### config.mk
export PLATFORM = sky130hd
export DESIGN_NAME = product_accumulator
export DESIGN_NICKNAME = d
export VERILOG_FILES = /design/src/rtl/product_accumulator.sv
export SDC_FILE = /design/constraint.sdc
export NUM_CORES = 1
export LEC_CHECK = 0
export ABC_AREA = 1
export CORE_MARGIN = 3
export CORE_UTILIZATION = 45
export CTS_BUF_LIST = sky130_fd_sc_hd__clkbuf_4 sky130_fd_sc_hd__clkbuf_8 sky130_fd_sc_hd__clkbuf_16
export DETAILED_ROUTE_END_ITERATION = 10
export DONT_BUFFER_PORTS = 1
export SLEW_MARGIN = 20
export SYNTH_ARGS = -nofsm -noshare
export SYNTH_HDL_FRONTEND = slang
export SYNTH_SLANG_ARGS = --single-unit
### constraint.sdc
create_clock -name clk -period 1.9 [get_ports clk]
set_clock_uncertainty 0.1 [all_clocks]
set_input_delay 0 -clock clk [delete_from_list [all_inputs] [get_ports clk]]
set_output_delay 0 -clock clk [all_outputs]
set_load 0.02 [all_outputs]
### src/rtl/product_accumulator.sv
// product_accumulator
// Sums the product stream of a fixed-latency pipelined multiplier into frame
// results. The multiplier has no valid or stall, so a {valid, last} tag is
// carried through a local DELAY-deep shift register and meets its product at
// stage DELAY-1. Each frame sum is delivered on a valid/ready output register.
//
// Optional build macro: PRODUCT_ACCUMULATOR_SAT_EN
//   undefined: the accumulator wraps modulo 2^ACC_WIDTH; ovf reports a wrap.
//   defined:   the accumulator saturates to 2^ACC_WIDTH-1 for the rest of the
//              frame; ovf reports saturation.
//
// state  | meaning
// IDLE   | no partial frame; acc holds zero
// ACCUM  | at least one term of the current frame has been summed into acc

module product_accumulator #(
    parameter int WIDTH_P   = 10,
    parameter int ACC_WIDTH = 24,
    parameter int DELAY     = 5
) (
    input  logic                 clk,
    input  logic                 rst,
    input  logic                 in_valid,
    input  logic                 in_last,
    input  logic [WIDTH_P-1:0]   product,
    output logic [ACC_WIDTH-1:0] acc_out,
    output logic                 out_valid,
    input  logic                 out_ready,
    output logic                 busy,
    output logic                 overrun,
    output logic                 ovf
);

    typedef enum logic {
        IDLE  = 1'b0,
        ACCUM = 1'b1
    } state_t;

    state_t               state;
    logic [ACC_WIDTH-1:0] acc;
    logic                 frame_carry;

    logic [DELAY-1:0]     tag_valid;
    logic [DELAY-1:0]     tag_last;
    logic                 tv;
    logic                 tl;

    logic [ACC_WIDTH-1:0] prod_ext;
    logic [ACC_WIDTH:0]   sum_ext;
    logic                 carry;
    logic [ACC_WIDTH-1:0] sum_val;
    logic                 sum_ovf;

    logic                 deliver;
    logic [ACC_WIDTH-1:0] result;
    logic                 result_ovf;

    // Tag pipe: in_last is qualified by in_valid on entry so a stray last
    // without valid can never close a frame.
    generate
        if (DELAY == 1) begin : g_tag_single
            always_ff @(posedge clk or posedge rst) begin
                if (rst) begin
                    tag_valid <= '0;
                    tag_last  <= '0;
                end else begin
                    tag_valid[0] <= in_valid;
                    tag_last[0]  <= in_valid & in_last;
                end
            end
        end else begin : g_tag_shift
            always_ff @(posedge clk or posedge rst) begin
                if (rst) begin
                    tag_valid <= '0;
                    tag_last  <= '0;
                end else begin
                    tag_valid <= {tag_valid[DELAY-2:0], in_valid};
                    tag_last  <= {tag_last[DELAY-2:0], in_valid & in_last};
                end
            end
        end
    endgenerate

    assign tv = tag_valid[DELAY-1];
    assign tl = tag_last[DELAY-1];

    assign prod_ext = ACC_WIDTH'(product);

    // Running sum of acc and the aligned product, with the frame's overflow status.
    always_comb begin
        sum_ext = {1'b0, acc} + {1'b0, prod_ext};
        carry   = sum_ext[ACC_WIDTH];
        sum_ovf = frame_carry | carry;
`ifdef PRODUCT_ACCUMULATOR_SAT_EN
        // Once a frame has saturated it stays pinned at full scale.
        if (sum_ovf) begin
            sum_val = '1;
        end else begin
            sum_val = sum_ext[ACC_WIDTH-1:0];
        end
`else
        sum_val = sum_ext[ACC_WIDTH-1:0];
`endif
    end

    // Result selection for the edge that closes a frame.
    always_comb begin
        deliver    = 1'b0;
        result     = '0;
        result_ovf = 1'b0;
        if (tv && tl) begin
            deliver = 1'b1;
            if (state == IDLE) begin
                // Single-term frame: product always fits since ACC_WIDTH >= WIDTH_P.
                result     = prod_ext;
                result_ovf = 1'b0;
            end else begin
                result     = sum_val;
                result_ovf = sum_ovf;
            end
        end
    end

    // Frame FSM: accumulates aligned products; bubbles (!tv) hold everything.
    always_ff @(posedge clk or posedge rst) begin
        if (rst) begin
            state       <= IDLE;
            acc         <= '0;
            frame_carry <= 1'b0;
        end else if (tv) begin
            case (state)
                IDLE: begin
                    if (!tl) begin
                        acc         <= prod_ext;
                        frame_carry <= 1'b0;
                        state       <= ACCUM;
                    end
                end
                ACCUM: begin
                    if (tl) begin
                        acc         <= '0;
                        frame_carry <= 1'b0;
                        state       <= IDLE;
                    end else begin
                        acc         <= sum_val;
                        frame_carry <= sum_ovf;
                    end
                end
                default: begin
                    acc         <= '0;
                    frame_carry <= 1'b0;
                    state       <= IDLE;
                end
            endcase
        end
    end

    // Output register: a new result wins over a same-edge transfer, and
    // replacing an unconsumed result flags a sticky overrun.
    always_ff @(posedge clk or posedge rst) begin
        if (rst) begin
            acc_out   <= '0;
            out_valid <= 1'b0;
            ovf       <= 1'b0;
            overrun   <= 1'b0;
        end else begin
            if (deliver) begin
                acc_out   <= result;
                ovf       <= result_ovf;
                out_valid <= 1'b1;
                if (out_valid && !out_ready) begin
                    overrun <= 1'b1;
                end
            end else if (out_valid && out_ready) begin
                out_valid <= 1'b0;
            end
        end
    end

    assign busy = (state == ACCUM) || (|tag_valid);

endmodule
Word-level counts from Yosys, hierarchy flattened --
Index checks and enable logic that the tools add are counted.
Word-level totals: register bits after elaboration 63, input bits 15, output and inout port bits 28, logic and storage cells 37
Operators by class: add/sub/neg operators 1, equality and inequality tests 1, muxes and demuxes 14, bitwise logic cells 3, reductions and logical operators 9
Operator list (count):
- 24-bit two-way mux | 4
- 24-bit one-hot mux with 2 select lines | 1
- 24-bit by 10-bit adder with 25-bit output | 1
- 1-bit two-way mux | 8
- 5-bit OR reduction | 1
- 2-bit AND reduction | 2
- 1-bit logical AND | 3
- 2-bit inequality test (second input constant) | 1
- 1-bit one-hot mux with 2 select lines | 1
- 2-bit nonzero test | 1
- 1-bit bitwise AND | 1
- 1-bit zero test | 1
- 1-bit logical OR | 1
- 1-bit NOT | 1
- 1-bit OR | 1

Longest topological paths before layout --
Gate-level depths: netlist (run 1).
depth after elaboration 4, gate-level depth with buffers 12, mapped depth without buffers 12

Least setup slack after synthesis (run 1) --
OpenSTA, ideal clock, no wires.
path type flip-flop to flip-flop, start register acc[0], end register acc_out[18], library setup time 0.117 ns, arrival time 1.587 ns, required time 1.683 ns, path slack 0.096 ns, stages on the path, launching flop included 13, path buffers 0, period minus slack after synthesis 1.804 ns, cells stage by stage dfrtp_1 ha_1 fa_1 nand2_2 o21ai_4 nand2_4 nand2_4 nand2_4 nand2_4 nand2_1 nand2_1 nand3_1 nand2_1
Between the ends: word-level cells in the longest chain between the ends 3
RTL lines:
- from (decl) | line 40 | logic [ACC_WIDTH-1:0] acc;
- from (signal assigned) | line 134 | acc <= prod_ext;
- from (signal assigned) | line 145 | acc <= sum_val;
- 24-bit by 10-bit adder with 25-bit output | line 91 | sum_ext = {1'b0, acc} + {1'b0, prod_ext};
- 24-bit two-way mux | line 113 | if (state == IDLE) begin
- 24-bit two-way mux | line 111 | if (tv && tl) begin
- to (signal assigned) | line 168 | acc_out <= result;
- to (decl) | line 26 | output logic [ACC_WIDTH-1:0] acc_out,
No other way between the ends. A chain may end at the register's enable or synchronous reset.

Worst setup path after layout (run 1) --
start register acc[0], end register acc[4]
Between the ends: word-level cells in the longest chain between the ends 3
RTL lines:
- 24-bit by 10-bit adder with 25-bit output | line 91
- 24-bit two-way mux | line 140 | if (tl) begin
- 24-bit one-hot mux with 2 select lines | line 131 | case (state)
No other way between the ends.

==> qor.txt, run 1 <==
cell type with the largest total area after synthesis = sky130_fd_sc_hd__dfrtp_1
start-to-end type of the worst setup path = reg -> reg
clock-pin transition on the worst setup and hold timing paths = 0.08 ns
post-layout net count = 530
crit-path max FO = 5
cell with the biggest individual delay on the critical path = sky130_fd_sc_hd__dfrtp_1
count of input and output buffers = 0
Met2 Routed Length = 3.90 mm
detailed-route wire length per cell = 14.6 um
worst endpoint data arrival time = 2.06 ns
fill cell count = 667
arithmetic-cell share of the synthesized area counting full adders, half adders and majority gates = 4.14%
classification of the worst-slack hold path = in -> reg
outcome = complete, but fails checks
Yosys reg bits = 63
share of the synthesized area in compound gates (AO/OA/AOI/OAI) = 8.67%
Final Max Tran Viols = 0
endpoint of the worst setup timing path = acc[4]
TritonCTS sink count = 63
synth warn = 0
Crit Reg-Reg Startpoint = acc[0]
Worst-Margin Slew = 0.525 ns
P per Cell Area = 994 mW/mm^2
share of final-layout standard cells stronger than drive strength 1 = 21.4%
worst IR drop on VDD = 0.508 mV
maximum number of pins on one net before global-route repair = 27
required time reported for the critical path endpoint = 2.04 ns
Setup violations, final = 3
CP max stage delay = 0.38 ns
Critical Path Start Type = flop
placed wire-length estimate = 6.28 mm
synthesized instance count = 462
fraction of the yosys area taken by sequential cells = 44.9%
Met1 Wirelength = 4.46 mm
top layer used by detailed routing = met4
mapped cell area = 0.00351 sq mm
number of buffers inserted during clock tree synthesis = 9
count of antenna diodes in the layout = 0
XOR/XNOR Fraction of Synth Area = 0%
Simple-Gate Fraction of Synth Area = 35.7%
distinct cell type count after synthesis = 29
multiplexer share of the synthesized area = 0%
H-tree levels = 3
Avg Cell Area, Syn = 7.59 sq um
endpoints failing hold = 0
overflow left after global routing = 0
Max Cap Viol = 0
Tmin final = 1.92 ns
leading cell types in the layout, fill and taps excluded = sky130_fd_sc_hd__nand2_1, sky130_fd_sc_hd__dfrtp_1, sky130_fd_sc_hd__nand3_1
most area-consuming cells after synthesis = sky130_fd_sc_hd__dfrtp_1, sky130_fd_sc_hd__nand2_1, sky130_fd_sc_hd__nand3_1, sky130_fd_sc_hd__a21oi_1, sky130_fd_sc_hd__inv_1
cell depth of the worst hold path = 5
post-synthesis to final-layout area growth = 23.6%
via count of the routed design = 3152
width of the die = 94.3 um
post-detailed-routing wire length = 8.87 mm
minimum setup slack among reg-to-reg paths = -0.02 ns
number of ports placed on the die boundary = 43
failing checks = negative setup slack
number of stages on the worst setup path = 8
Net Count, Synth = 488
top achievable clock speed = 0.521 GHz
core area = 0.00741 sq mm
maximum clock path buffer count = 2
number of antenna violations at the first check in global routing = 0
CP endpoint kind = flop
violation count after the first detailed-route iteration = 151
list of cells traversed by the critical path = ha_2 > fa_2 > nand2_4 > o21ai_4 > buf_4 > or2_2 > nand4_1 > a21oi_1
main combinational cell family by area after synthesis = simple AND/OR/NAND/NOR gates
launch point of the worst path = acc[0]
post-detailed-route count of antenna-violating nets = 0
total power consumption of the routed design = 0.00431 W
Final Worst Setup Slack = -0.0187 ns
CTS tree = yes
endpoint of the lowest-slack register-to-register path = acc[4]
global router's overall resource usage = 21.6%
Detail Route met3 WL = 386 um
area enclosed by the die boundary = 0.00889 sq mm
clock root cell = sky130_fd_sc_hd__clkbuf_8
Crit path buffers/inverters = 1
global-route wire length before repair = 14.9 mm
number of DRC violations after detailed routing = 0
die height = 94.3 um
non-filler cells, final = 608
unrepaired setup endpoints after global routing = yes
Worst R2R Path Depth = 8
starting utilization of the core area = 47.4%
CP delay by family, top = adder cells
DRT Pass-1 Iters = 4
final weighted congestion of routability-driven global placement = 0.930
top cell type's share of synthesized area = 44.9%
Skew-Pair Late Insertion Delay = 0.35 ns
number of vias per cell = 5.18
Placed Cells incl. Taps = 575
LEAKAGE = 2.15 nW
most common library cell in the layout ignoring fill and taps = sky130_fd_sc_hd__nand2_1
Max-slew headroom = 65.0%
vias in the first global route = 3115
number of standard-cell rows in the floorplan = 31
share of the cycle needed by the critical path after routing = 101%
[sequential cells by signal (all words and copies together), names as in the netlist]
register	cells
acc	24
acc_out	24
frame_carry	1
out_valid	1
overrun	1
ovf	1
state	1
tag_last	5
tag_valid	5
[per-stage QoR]
step	setup WS [ns]	TNS (ns)	utilization (%)	hold slack (ns)	area, sq um
6_report	-0.0187	-0.0258	58.5	0.00991	4340
5_1_grt	-0.0855	-1.12	58.5	0.0376	4340
4_1_cts	-0.00401	-0.00401	55.7	0.0252	4130
3_3_place_gp	-0.0671	-0.308	50.9	-0.145	3770
2_1_floorplan	0.0960	0	-	-0.0686	3510
3_5_place_dp	-0.0651	-0.299	50.9	-0.142	3770
[layer usage]
metal / GRT usage [%] / vias to the layer above
met5: 0 / -
met4: 7.34 / 0
met3: 4.73 / 10
met2: 32.2 / 60
met1: 30.9 / 1478
li1: - / 1604
[area by class of cell]
cell class / instances / area [sq um] / area share, %
multi-input cells: 340 / 1930 / 44.5
flip-flops and latches: 63 / 1580 / 36.4
repair buffers: 42 / 350 / 8.08
inverters: 48 / 180 / 4.15
clock buffers: 10 / 138 / 3.17
well taps: 99 / 124 / 2.86
clock inverters: 6 / 36.3 / 0.837
[synth_stat cells]
library cell and count:
sky130_fd_sc_hd__nand2_1 134, sky130_fd_sc_hd__dfrtp_1 63, sky130_fd_sc_hd__nand3_1 60, sky130_fd_sc_hd__inv_1 41
sky130_fd_sc_hd__nor2_1 33, sky130_fd_sc_hd__a21oi_1 31, sky130_fd_sc_hd__nand4_1 13, sky130_fd_sc_hd__ha_1 10
sky130_fd_sc_hd__nand3b_1 9, sky130_fd_sc_hd__o21ai_0 9, sky130_fd_sc_hd__buf_2 7, sky130_fd_sc_hd__inv_2 7
sky130_fd_sc_hd__nand2_2 6, sky130_fd_sc_hd__nor3_1 6, sky130_fd_sc_hd__o21ai_1 6, sky130_fd_sc_hd__a31oi_1 4
sky130_fd_sc_hd__clkbuf_1 4, sky130_fd_sc_hd__nand2_4 4, sky130_fd_sc_hd__nor2_2 3, sky130_fd_sc_hd__nor3_2 2
sky130_fd_sc_hd__or2_2 2, sky130_fd_sc_hd__a21boi_1 1, sky130_fd_sc_hd__a21oi_2 1, sky130_fd_sc_hd__and2_1 1
sky130_fd_sc_hd__fa_1 1, sky130_fd_sc_hd__nor4_1 1, sky130_fd_sc_hd__o21ai_2 1, sky130_fd_sc_hd__o21ai_4 1
sky130_fd_sc_hd__o31ai_1 1
[worst register-to-register path, delay by kind of cell, from the launching register on]
family / cells / cell delay, ns
adders and majority gates: 2 / 0.57
and+or+nand+nor: 3 / 0.45
DFF: 1 / 0.38
AOI/OAI and AO/OA: 2 / 0.16
buffers and inverters: 1 / 0.16
[how the worst min path moves through the flow]
stage | from | to
after global routing | product[8] | acc[8]
after CTS | product[2] | acc_out[2]
final | product[8] | acc[8]
after global placement | rst | acc_out[1]
after floorplan | in_valid | tag_valid[0]
after detailed placement | rst | acc_out[0]
[logic make-up after synthesis]
family / count (synthesis)
compound gates: 55
buf+inv: 59
flops: 63
simple gates: 274
fa+ha+maj: 11
[timing repair]
action,in CTS,in global routing
hold buffers,14,0
endpoints found under the hold margin,87,0
setup endpoints to repair,15,36
gates resized for setup,7,37
pin swaps,1,9
setup buffers,1,2
[where the power goes]
part           switching [W]  internal [W]
logic               0.000813      0.000641
clock network       0.000554      0.000501
registers           0.000280       0.00152
total                0.00165       0.00266
No activity file was read; power rests on OpenSTA's default activity.
==> inputs of run 2 (changes only) <==
clock period = 2.02 ns   (was 1.9 ns; I/O delays follow)
==> run 2 against run 1 <==
  * The flow finishes with violations (negative hold slack)
  * Global-route usage increased by 0.89 points
  * First-iteration DRC count decreased by 33%
  * Register-to-register slack improved by 0.14 ns
  * Highest routed layer unchanged
  * Power decreased by 0.97%
  * Final area decreased by 2.8%
  * Sequential power decreased by 6%
  * Worst setup slack improved by 0.14 ns
  * Die area unchanged
  * Utilization decreased by 1.6 points
==> qor.txt, run 2 (synthesis results as in run 1) <==
width of the die = 94.3 um (unchanged)
placed wire-length estimate = 6.52 mm (was 6.28 mm)
DRT Pass-1 Iters = 5 (was 4)
clock-pin transition on the worst setup and hold timing paths = 0.08 ns (about the same)
number of standard-cell rows in the floorplan = 31 (unchanged)
count of input and output buffers = 0 (unchanged)
LEAKAGE = 2.09 nW (was 2.15 nW)
number of ports placed on the die boundary = 43 (unchanged)
Final Max Tran Viols = 0 (unchanged)
sum of negative setup slack = 0 ns (was -0.0258 ns)
TritonCTS sink count = 63 (unchanged)
Skew-Pair Late Insertion Delay = 0.35 ns (about the same)
share of final-layout standard cells stronger than drive strength 1 = 15.3% (was 21.4%)
endpoints failing hold = 4 (was 0)
starting utilization of the core area = 47.4% (unchanged)
most common library cell in the layout ignoring fill and taps = sky130_fd_sc_hd__nand2_1 (unchanged)
number of DRC violations after detailed routing = 0 (unchanged)
core area = 0.00741 sq mm (unchanged)
Tmin final = 1.90 ns (was 1.92 ns)
post-layout net count = 518 (was 530)
registers with the most flip-flops = acc x24, acc_out x24 (unchanged)
Max-slew headroom = 69.1% (was 65.0%)
global-route wire length before repair = 15.5 mm (was 14.9 mm)
post-detailed-routing wire length = 9.06 mm (was 8.87 mm)
leading cell types in the layout, fill and taps excluded = sky130_fd_sc_hd__nand2_1, sky130_fd_sc_hd__dfrtp_1, sky130_fd_sc_hd__nand3_1 (unchanged)
detailed-route wire length per cell = 15.2 um (was 14.6 um)
maximum number of pins on one net before global-route repair = 24 (was 27)
number of buffers inserted during clock tree synthesis = 9 (unchanged)
crit-path max FO = 6 (was 5)
share of the cycle needed by the critical path after routing = 94.1% (was 101%)
number of vias per cell = 5.35 (was 5.18)
count of antenna diodes in the layout = 0 (unchanged)
Worst-Margin Slew = 0.463 ns (was 0.525 ns)
failing checks = negative hold slack (was negative setup slack)
post-synthesis to final-layout area growth = 20.1% (was 23.6%)
violation count after the first detailed-route iteration = 101 (was 151)
CTS tree = yes (unchanged)
number of antenna violations at the first check in global routing = 0 (unchanged)
worst IR drop on VDD = 0.683 mV (was 0.508 mV)
maximum clock path buffer count = 2 (unchanged)
overflow left after global routing = 0 (unchanged)
start-to-end type of the worst setup path = reg -> reg (unchanged)
Setup violations, final = 0 (was 3)
post-detailed-route count of antenna-violating nets = 0 (unchanged)
classification of the worst-slack hold path = in -> reg (unchanged)
top achievable clock speed = 0.526 GHz (was 0.521 GHz)
fill cell count = 701 (was 667)
multi-input logic area = 0.00182 sq mm (was 0.00193 sq mm)
H-tree levels = 3 (unchanged)
via count of the routed design = 3190 (was 3152)
worst endpoint data arrival time = 2.03 ns (was 2.06 ns)
P per Cell Area = 1010 mW/mm^2 (was 994 mW/mm^2)
WHS = -0.0359 ns (was 0.00991 ns)
Max Cap Viol = 0 (unchanged)
setup slack at placement = 0.00497 ns (was -0.0651 ns)
required time reported for the critical path endpoint = 2.15 ns (was 2.04 ns)
Critical Path Start Type = flop (unchanged)
total power consumption of the routed design = 0.00427 W (was 0.00431 W)
area enclosed by the die boundary = 0.00889 sq mm (unchanged)
final weighted congestion of routability-driven global placement = 0.930 (about the same)
global router's overall resource usage = 22.5% (was 21.6%)
clock root cell = sky130_fd_sc_hd__clkbuf_8 (unchanged)
outcome = complete, but fails checks (unchanged)
die height = 94.3 um (unchanged)
Final Worst Setup Slack = 0.119 ns (was -0.0187 ns)
vias in the first global route = 3244 (was 3115)
CP endpoint kind = flop (unchanged)
sequential standard cell area = 0.00158 sq mm (unchanged)
==> run 2: cell types whose count changed in the layout (fill, tap and decap cells not counted), sizes merged <==
cell and delta:
inv +1, bufinv +3, clkinv -3, dlygate4sd3 +2, buf -14, clkinvlp -1
==> run 2: path summary, 6_finish.rpt <==
kind,startpoint,end,slack (ns),cells after the start
worst max-delay path,acc[0],acc[16],0.12,10
worst min-delay path,product[7],acc[7],-0.04,4
worst max register to register,acc[0],acc[16],0.12,10
worst min register to register,tag_last[2],tag_last[3],0.25,0
max in group asynchronous,rst,acc[7],1.12,3
min in group asynchronous,rst,acc_out[19],0.02,2
==> run 2: worst max-delay path, cell delays in order, from the launching register on <==
cell and delay (ns):
sky130_fd_sc_hd__dfrtp_1 0.41, sky130_fd_sc_hd__ha_4 0.18, sky130_fd_sc_hd__fa_2 0.35, sky130_fd_sc_hd__nand2_2 0.11
sky130_fd_sc_hd__o21ai_4 0.11, sky130_fd_sc_hd__nand2_1 0.10, sky130_fd_sc_hd__nand2_1 0.09, sky130_fd_sc_hd__nand2_1 0.10
sky130_fd_sc_hd__nand3_1 0.09, sky130_fd_sc_hd__nand3_1 0.09, sky130_fd_sc_hd__o21ai_1 0.06
==> run 2: layer usage <==
metal	global-route usage, %	routed length (um)
met3	4.97	470
met2	35.0	4090
met4	9.27	216
met1	30.3	4280
met5	0	0
==> run 2: what timing repair did <==
action | 4_1_cts | 5_1_grt
setup buffers | 0 | 0
endpoints found under the setup margin | 0 | 32
hold buffers | 14 | 2
gates resized for setup | 0 | 22
endpoints found under the hold margin | 87 | 4
==> run 2: final cells by class <==
type                            count  share of cell area [%]
Multi-Input combinational cell    340                    43.1
Sequential cell                    63                    37.4
Timing Repair Buffer               30                    6.29
Inverter                           48                    4.27
Clock buffer                       10                    3.27
Tap cell                           99                    2.94
Clock inverter                      6                    2.76
==> run 2: power by group <==
| part | switching [W] | total (W) | internal, W | leakage (nW) |
|---|---|---|---|---|
| clock network | 0.000526 | 0.00139 | 0.000862 | 0.127 |
| logic | 0.000712 | 0.00119 | 0.000480 | 1.17 |
| registers | 0.000258 | 0.00169 | 0.00143 | 0.796 |
| total | 0.00150 | 0.00427 | 0.00277 | 2.09 |
==> run 2: through the flow <==
step	instance area, sq um	std cells	hold slack, ns	utilization (%)
3_3_place_gp	3690	564	-0.181	49.8
2_1_floorplan	3510	462	-0.0686	-
4_1_cts	4080	594	0.00601	55.1
6_report	4220	596	-0.0359	56.9
5_1_grt	4220	596	-0.00352	56.9
3_5_place_dp	3690	564	-0.178	49.8
==> inputs of run 3 (changes only) <==
CORE_UTILIZATION = 63   (was 45)
PLACE_DENSITY = 0.79   (was unset)
==> run 3 against run 2 <==
  * The flow now finishes without violations
  * Count of clock-buffer cells in the layout did not move
  * Register-to-register slack got worse by 0.08 ns
  * Non-clock buffer count stayed put
  * Hold slack gained 0.052 ns
  * Global-route usage increased by 7.6 points
  * Critical path type unchanged
==> qor.txt, run 3 (synthesis results as in run 1) <==
post-layout net count = 518 (unchanged)
classification of the worst-slack hold path = in -> reg (unchanged)
violation count after the first detailed-route iteration = 387 (was 101)
endpoints failing hold = 0 (was 4)
launch point of the worst path = acc[0] (unchanged)
CP endpoint kind = flop (unchanged)
endpoint of the worst setup timing path = acc[4] (was acc[16])
placed wire-length estimate = 6.12 mm (was 6.52 mm)
Skew-Pair Late Insertion Delay = 0.35 ns (about the same)
Max-slew headroom = 59.4% (was 69.1%)
worst endpoint data arrival time = 2.12 ns (was 2.03 ns)
global router's overall resource usage = 30.1% (was 22.5%)
number of vias per cell = 5.97 (was 5.35)
H-tree levels = 3 (unchanged)
minimum setup slack among reg-to-reg paths = 0.04 ns (was 0.12 ns)
leading cell types in the layout, fill and taps excluded = sky130_fd_sc_hd__nand2_1, sky130_fd_sc_hd__dfrtp_1, sky130_fd_sc_hd__nand3_1 (unchanged)
number of DRC violations after detailed routing = 0 (unchanged)
number of ports placed on the die boundary = 43 (unchanged)
share of the cycle needed by the critical path after routing = 98.1% (was 94.1%)
number of buffers inserted during clock tree synthesis = 9 (unchanged)
Setup violations, final = 0 (unchanged)
start-to-end type of the worst setup path = reg -> reg (unchanged)
endpoint of the lowest-slack register-to-register path = acc[4] (was acc[16])
Final Worst Setup Slack = 0.0381 ns (was 0.119 ns)
P per Cell Area = 1030 mW/mm^2 (was 1010 mW/mm^2)
Tmin final = 1.98 ns (was 1.90 ns)
Worst R2R Path Depth = 8 (was 10)
Critical Path Start Type = flop (unchanged)
DRT Pass-1 Iters = 6 (was 5)
number of standard-cell rows in the floorplan = 26 (was 31)
maximum clock path buffer count = 2 (unchanged)
detailed-route wire length per cell = 16.6 um (was 15.2 um)
post-detailed-routing wire length = 9.42 mm (was 9.06 mm)
post-detailed-route count of antenna-violating nets = 0 (unchanged)
vias in the first global route = 3288 (was 3244)
Max Cap Viol = 0 (unchanged)
count of input and output buffers = 0 (unchanged)
Final Max Tran Viols = 0 (unchanged)
overflow left after global routing = 0 (unchanged)
TritonCTS sink count = 63 (unchanged)
global-route wire length before repair = 15.0 mm (was 15.5 mm)
registers with the most flip-flops = acc x24, acc_out x24 (unchanged)
share of final-layout standard cells stronger than drive strength 1 = 15.9% (was 15.3%)
die height = 80.6 um (was 94.3 um)
worst IR drop on VDD = 0.768 mV (was 0.683 mV)
Worst-Margin Slew = 0.608 ns (was 0.463 ns)
unrepaired setup endpoints after global routing = yes
width of the die = 80.6 um (was 94.3 um)
setup slack at placement = -0.0258 ns (was 0.00497 ns)
starting utilization of the core area = 67.0% (was 47.4%)
top achievable clock speed = 0.505 GHz (was 0.526 GHz)
maximum number of pins on one net before global-route repair = 37 (was 24)
total power consumption of the routed design = 0.00435 W (was 0.00427 W)
outcome = finished clean (was complete, but fails checks)
post-synthesis to final-layout area growth = 21.0% (was 20.1%)
count of antenna diodes in the layout = 0 (unchanged)
final weighted congestion of routability-driven global placement = 0.954 (was 0.930)
clock-pin transition on the worst setup and hold timing paths = 0.08 ns (about the same)
CTS tree = yes (unchanged)
number of antenna violations at the first check in global routing = 0 (unchanged)
crit-path max FO = 5 (was 6)
Crit Reg-Reg Startpoint = acc[0] (unchanged)
via count of the routed design = 3386 (was 3190)
core area = 0.00524 sq mm (was 0.00741 sq mm)
LEAKAGE = 2.11 nW (was 2.09 nW)
required time reported for the critical path endpoint = 2.16 ns (was 2.15 ns)
most common library cell in the layout ignoring fill and taps = sky130_fd_sc_hd__nand2_1 (unchanged)
clock root cell = sky130_fd_sc_hd__clkbuf_8 (unchanged)
area enclosed by the die boundary = 0.00650 sq mm (was 0.00889 sq mm)
[run 3: area by class of cell]
type / instances / area (sq um)
inverters: 48 / 180
clock buffers: 10 / 138
flip-flops and latches: 63 / 1580
multi-input cells: 340 / 1870
clock inverters: 6 / 108
well taps: 70 / 87.6
repair buffers: 30 / 283
fillers: 342 / 992
[run 3: power by group]
part | total [W] | internal, W | switching (W)
Sequential | 0.00170 | 0.00143 | 0.000272
Combinational | 0.00129 | 0.000507 | 0.000783
Clock | 0.00136 | 0.000849 | 0.000510
Total | 0.00435 | 0.00279 | 0.00156
[run 3: metrics by stage]
step	setup TNS (ns)	instance area [sq um]	hold slack [ns]	util [%]	instances
after global placement	-0.00282	3630	-0.117	69.4	531
after floorplan	0	3510	-0.0686	-	462
after detailed placement	-0.0258	3630	-0.102	69.4	531
after global routing	-0.147	4250	0.0325	81.1	567
final	0	4250	0.0158	81.1	567
after CTS	0	4030	0.00231	76.9	561
[run 3: routing by layer]
| layer | vias to the layer above | wire length, um | track usage, % |
|---|---|---|---|
| met5 | - | 0 | 0 |
| met4 | 0 | 287 | 14.5 |
| met3 | 34 | 773 | 6.05 |
| met2 | 191 | 4440 | 47.7 |
| met1 | 1579 | 3920 | 39.3 |
| li1 | 1582 | - | - |
[run 3: what timing repair did]
action | 4_1_cts | 5_1_grt
buffers inserted | 0 | 2
hold buffers | 14 | 4
endpoints found under the setup margin | 8 | 30
endpoints found under the hold margin | 87 | 7
pin swaps | 0 | 6
resized for setup | 2 | 30
[run 3: worst min path at each step]
stage                    start           end  slack [ns]  cells after the start
floorplan             in_valid  tag_valid[0]       -0.07                      0
global placement           rst  tag_valid[2]       -0.12                      1
detailed placement         rst  tag_valid[2]       -0.10                      1
CTS                 product[4]    acc_out[4]       0.002                      4
global route        product[1]        acc[2]        0.03                      4
finish              product[1]        acc[2]        0.02                      4
[run 3: critical path, cell delays in order (launching register included)]
cell and delay, ns:
sky130_fd_sc_hd__dfrtp_1 0.41, sky130_fd_sc_hd__ha_4 0.19, sky130_fd_sc_hd__fa_2 0.37, sky130_fd_sc_hd__nand2_4 0.10, sky130_fd_sc_hd__o21ai_4 0.10, sky130_fd_sc_hd__buf_4 0.16, sky130_fd_sc_hd__or2_2 0.29, sky130_fd_sc_hd__nand4_1 0.09
sky130_fd_sc_hd__a21oi_1 0.07
